File: config.mk
export PLATFORM = sky130hd
export DESIGN_NAME = crc_mem_scrubber
export DESIGN_NICKNAME = d
export VERILOG_FILES = /design/src/rtl/crc_mem_pkg.sv /design/src/rtl/crc_err_counter.sv /design/src/rtl/crc_mem_scrubber.sv
export SDC_FILE = /design/constraint.sdc
export NUM_CORES = 1
export LEC_CHECK = 0
export CAP_MARGIN = 10
export CELL_PAD_IN_SITES_DETAIL_PLACEMENT = 2
export CELL_PAD_IN_SITES_GLOBAL_PLACEMENT = 2
export CORE_MARGIN = 8
export CORE_UTILIZATION = 22
export DETAILED_ROUTE_END_ITERATION = 10
export MAX_ROUTING_LAYER = met4
export PLACE_DENSITY = 0.78
export SYNTH_ARGS = -nofsm -noshare
export SYNTH_HDL_FRONTEND = slang
export SYNTH_SLANG_ARGS = --single-unit
File: constraint.sdc
create_clock -name clk -period 1.9 [get_ports clk]
set_input_delay 0.475 -clock clk [delete_from_list [all_inputs] [get_ports clk]]
set_output_delay 0.475 -clock clk [all_outputs]
set_load 0.02 [all_outputs]
File: src/rtl/crc_mem_pkg.sv
// Shared types and default widths for the CRC memory scrubber slice.
package crc_mem_pkg;

   typedef enum logic [1:0] {
      IDLE   = 2'd0,
      WB     = 2'd1,
      SETTLE = 2'd2,
      FAULT  = 2'd3
   } scrub_state_e;

   localparam int DATA_W_DEF = 8;
   localparam int CNT_W_DEF  = 8;
   localparam int SETTLE_W   = 4;

endpackage

File: src/rtl/crc_err_counter.sv
// Saturating event counter with synchronous clear; a clear coinciding with
// an increment leaves the count at one.
module crc_err_counter
   import crc_mem_pkg::*;
#(
   parameter int CNT_WIDTH = CNT_W_DEF
) (
   input  logic                 clk,
   input  logic                 rst_n,
   input  logic                 clr,
   input  logic                 inc,
   output logic [CNT_WIDTH-1:0] count
);

   localparam logic [CNT_WIDTH-1:0] CNT_MAX = '1;

   always_ff @(posedge clk or negedge rst_n) begin
      if (!rst_n) begin
         count <= '0;
      end else if (clr) begin
         count <= inc ? CNT_WIDTH'(1) : '0;
      end else if (inc && (count != CNT_MAX)) begin
         count <= count + CNT_WIDTH'(1);
      end
   end

endmodule

File: src/rtl/crc_mem_scrubber.sv
// Write-side controller for the CRC-protected memory stage: host writes, scrub
// write-backs of corrected words, sticky fault. Error counters: CRC_SCRUB_ERR_CNT_EN.
module crc_mem_scrubber
   import crc_mem_pkg::*;
#(
   parameter int DATA_WIDTH    = DATA_W_DEF,
   parameter int SETTLE_CYCLES = 2,
   parameter int CNT_WIDTH     = CNT_W_DEF,
   parameter int CORR_THRESH   = 16
) (
   input  logic                  clk,
   input  logic                  rst_n,
   input  logic                  host_valid,
   input  logic [DATA_WIDTH-1:0] host_data,
   output logic                  host_ready,
   output logic                  mem_wr,
   output logic [DATA_WIDTH-1:0] mem_data_in,
   input  logic [DATA_WIDTH-1:0] mem_data_out,
   input  logic                  err_detected,
   input  logic                  err_corrected,
   input  logic                  fault_clr,
   output logic                  fault,
   output logic                  scrub_busy,
   output logic [CNT_WIDTH-1:0]  corr_cnt,
   output logic [CNT_WIDTH-1:0]  uncorr_cnt,
   output logic                  alarm
);

   localparam logic [SETTLE_W-1:0] SETTLE_INIT = SETTLE_W'(SETTLE_CYCLES);

   if (SETTLE_CYCLES < 1 || SETTLE_CYCLES > 15 || CORR_THRESH < 1) begin : g_param_check
      $error("crc_mem_scrubber: SETTLE_CYCLES must be 1..15 and CORR_THRESH >= 1");
   end

   scrub_state_e          state, state_nxt;
   logic [SETTLE_W-1:0]   settle_cnt, settle_nxt;
   logic [DATA_WIDTH-1:0] wb_data, wb_nxt;
   logic                  host_fire;
   logic                  enter_wb;
   logic                  enter_fault;

   assign host_fire = host_valid && (state != WB);

   always_ff @(posedge clk or negedge rst_n) begin
      if (!rst_n) begin
         state      <= SETTLE;
         settle_cnt <= SETTLE_INIT;
         wb_data    <= '0;
         fault      <= 1'b0;
      end else begin
         state      <= state_nxt;
         settle_cnt <= settle_nxt;
         wb_data    <= wb_nxt;
         fault      <= enter_fault || (fault && !fault_clr);
      end
   end

   // A host write always wins over error handling; WB lasts exactly one cycle.
   always_comb begin
      state_nxt   = state;
      settle_nxt  = settle_cnt;
      wb_nxt      = wb_data;
      enter_wb    = 1'b0;
      enter_fault = 1'b0;
      if (state == WB || host_fire) begin
         state_nxt  = SETTLE;
         settle_nxt = SETTLE_INIT;
      end else begin
         case (state)
            SETTLE: begin
               if (settle_cnt <= SETTLE_W'(1)) begin
                  state_nxt = IDLE;
               end else begin
                  settle_nxt = settle_cnt - SETTLE_W'(1);
               end
            end
            IDLE: begin
               if (err_detected && err_corrected) begin
                  wb_nxt    = mem_data_out;
                  state_nxt = WB;
                  enter_wb  = 1'b1;
               end else if (err_detected) begin
                  state_nxt   = FAULT;
                  enter_fault = 1'b1;
               end
            end
            default: begin
            end
         endcase
      end
   end

   always_comb begin
      host_ready  = (state != WB);
      scrub_busy  = (state == WB);
      mem_wr      = host_fire || (state == WB);
      mem_data_in = '0;
      if (host_fire) begin
         mem_data_in = host_data;
      end else if (state == WB) begin
         mem_data_in = wb_data;
      end
   end

`ifdef CRC_SCRUB_ERR_CNT_EN
   localparam logic [CNT_WIDTH-1:0] THRESH = CNT_WIDTH'(CORR_THRESH);

   crc_err_counter #(.CNT_WIDTH(CNT_WIDTH)) u_corr_cnt (
      .clk   (clk),
      .rst_n (rst_n),
      .clr   (fault_clr),
      .inc   (enter_wb),
      .count (corr_cnt)
   );

   crc_err_counter #(.CNT_WIDTH(CNT_WIDTH)) u_uncorr_cnt (
      .clk   (clk),
      .rst_n (rst_n),
      .clr   (fault_clr),
      .inc   (enter_fault),
      .count (uncorr_cnt)
   );

   always_ff @(posedge clk or negedge rst_n) begin
      if (!rst_n) begin
         alarm <= 1'b0;
      end else begin
         alarm <= (corr_cnt >= THRESH);
      end
   end
`else
   assign corr_cnt   = '0;
   assign uncorr_cnt = '0;
   assign alarm      = 1'b0;
`endif

endmodule

==> results.yml <==
grt:
  antenna_found_initial: 0
  grt.total_usage_pct: 9.663
  grt_pass1_vias: 992
  grt_max_degree: 16
  grt_overflow_total: 0
  grt_pass1_wl_um: 4912
finish:
  final_layout_size_suffix_gt1_share_pct: 26.95
  seq_area_um2: 377.9
  nNetsFinal: 166
  fillCellCount: 498
  utilization_pct: 32.20
  syn2layout_area_growth_pct: 43.06
  diodes: 0
  multi_input_area_um2: 511.7
  final_common_cell: "clkdlybuf4s50_1"
  layout_common_cells: "21 x clkdlybuf4s50_1, 17 x conb_1, 16 x nand2_1, 13 x dfrtp_1, 9 x nor2_1"
floorplan:
  dieWidth_um: 82.52
  ioPinCount: 51
  coreArea_um2: 4324
  rows: 24
  dieArea_um2: 6810
  start_util_pct: 22.51
  dieHeight_um: 82.52
timing:
  rsz0062_at_grt: "yes"
  max_freq_mhz: 542.3
  fin_crit_sh_pct: 97.06
  setup_viol: 0
  slew_viol_final: 0
  fin_worst_skew_ns: 0.003984
  period_minus_slack_ns: 1.844
  finalHoldViolations: 0
cts:
  h-tree-depth: 1
  clk_pin_slew_ns: 0.06
  clockBufferDepth: 2
  clock-sinks: 15
  cts_hold_buf: 0
  cts_tree: "yes"
  insertion_delay_ns: 0.25
  numCtsBuffers: 3
  post_cts_buffers: 0
  cts_root_buf: "clkbuf_8"
drt:
  vias: 816
  drt-initial-drc-count: 32
  route.detailed.drc: 0
  wl_per_cell_um: 15.88
  wl_um: 3064
  viasPerCell: 4.228
  drt.antenna.violating_nets: 0
  dr.pass1.iters: 2
critical_path:
  critical_path_arrival_ns: 1.37
  cp_max_fo: 11
  critPathRequiredTime_ns: 1.42
  worst-setup-path-type: "flop to output pin"
  start_kind: "flop"
  crit_path_end_kind: "output pin"
run_status:
  outcome: "finished clean"
pwr:
  peakVddDrop_mv: 0.2356
  p_per_area_nw_per_um2: 1064
  power.total_mw: 1.482
  leakage_nw: 0.7154
logic_synthesis:
  synth_cell_types: 27
  synth.avg_cell_area_um2: 9.734
  ys_ff_latch: 15
  yosysWarnings: 0
  ys_seq_area_share_pct: 38.82
  syn_area_um2: 973.4
  postSynthCellCount: 100
place:
  place.gp.congestion: 0.7111
  dp.final_hpwl_um: 2519
  io_buffers: 33
flow_run:
  maxCapViolations: 0
hold_path:
  hold_class: "flop to flop"
[repair_timing]
item	4_1_cts	5_1_grt
endpoints found under the setup margin	11	8
gates resized for setup	42	7
hold endpoints to repair	0	0
pin swaps	0	0
[critical path, stage by stage (launching register included)]
cell and delay (ns):
dfstp_2 0.53, nand2b_4 0.12, buf_12 0.13, dlygate4sd2_1 0.34
[metal layers]
| metal | vias to the layer above | GRT usage, % | share of wire, % |
|---|---|---|---|
| met5 | - | - | 0 |
| met1 | 404 | 10.22 | 42 |
| li1 | 377 | - | - |
| met3 | 4 | 2.489 | 5.0 |
| met2 | 31 | 17.15 | 52 |
| met4 | 0 | 3.103 | 0.88 |
[where the power goes]
group	leakage [nW]	switching [mW]	internal, mW
Clock	0.0255	0.119	0.145
Combinational	0.500	0.318	0.344
Sequential	0.189	0.0979	0.459
[state kept, by name (all words and copies together) (netlist names)]
register and flops:
fault 1, settle_cnt 4, state 2, wb_data 8
[cell type report]
class,instances,share of cell area (%)
clock inverters,1,0.3594
well taps,52,4.672
repair buffers,40,26.86
multi-input cells,78,36.75
flip-flops and latches,15,27.13
clock buffers,3,2.965
inverters,4,1.258
[synthesized netlist by cell type]
cell type	instances	share of area (%)
nor3_4	1	1.7
inv_1	3	1.2
nand2b_4	1	1.4
nand2_4	1	1.2
inv_2	1	0.39
nand2b_1	3	1.9
nand2_1	16	6.2
clkbuf_1	1	0.39
xnor2_1	2	1.8
o2111ai_1	1	0.90
ha_1	2	2.6
o41ai_1	1	0.90
nand3_1	8	4.1
a21oi_1	1	0.51
o31ai_2	1	1.3
mux2_4	8	12
buf_2	1	0.51
buf_4	17	13
dfrtp_1	13	33
o31ai_1	1	0.77
a211o_1	1	0.90
nor2_1	9	3.5
nor2b_2	1	0.90
dfstp_2	2	5.4
conb_1	1	0.39
o211ai_1	2	1.5
xor2_1	1	0.90
[cell families after synthesis]
family	Yosys count	synth area share, %
AND/OR/NAND/NOR	40	20.82
buffers and inverters	23	15.55
flip-flops	15	38.82
AO/OA/AOI/OAI	8	6.812
multiplexers	8	12.34
XOR/XNOR	3	2.700
adder cells (fa/ha/maj)	2	2.570
other	1	0.3852
[stage by stage]
| step | TNS, ns | setup slack, ns | cells | cell area [µm²] | hold WS, ns |
|---|---|---|---|---|---|
| 2_1_floorplan | 0 | 0.1854 | 116 | 1033 | 0.1794 |
| 6_report | 0 | 0.05588 | 193 | 1393 | 0.4824 |
| 5_1_grt | -0.007971 | -0.004758 | 193 | 1393 | 0.5209 |
| 3_5_place_dp | -4.820 | -0.5277 | 189 | 1370 | 0.4819 |
| 4_1_cts | 0 | 0.02809 | 193 | 1388 | 0.4961 |
| 3_3_place_gp | -4.806 | -0.5119 | 189 | 1370 | 0.4778 |
[final timing paths]
path | slack [ns] | to | start | cells past startpoint
setup / recovery | 0.06 | host_ready | state[1]$_DFFE_PN1P_ | 3
setup reg to reg | 0.29 | settle_cnt[3]$_DFFE_PN0P_ | settle_cnt[1]$_DFFE_PN1P_ | 6
max in group asynchronous | 1.10 | state[1]$_DFFE_PN1P_ | rst_n | 2
hold / removal | 0.48 | fault$_DFF_PN0_ | fault$_DFF_PN0_ | 2
hold reg to reg | 0.48 | fault$_DFF_PN0_ | fault$_DFF_PN0_ | 2
min in group asynchronous | 0.55 | settle_cnt[2]$_DFFE_PN0P_ | rst_n | 2
Note: power is estimated with default switching activity, not from simulation.
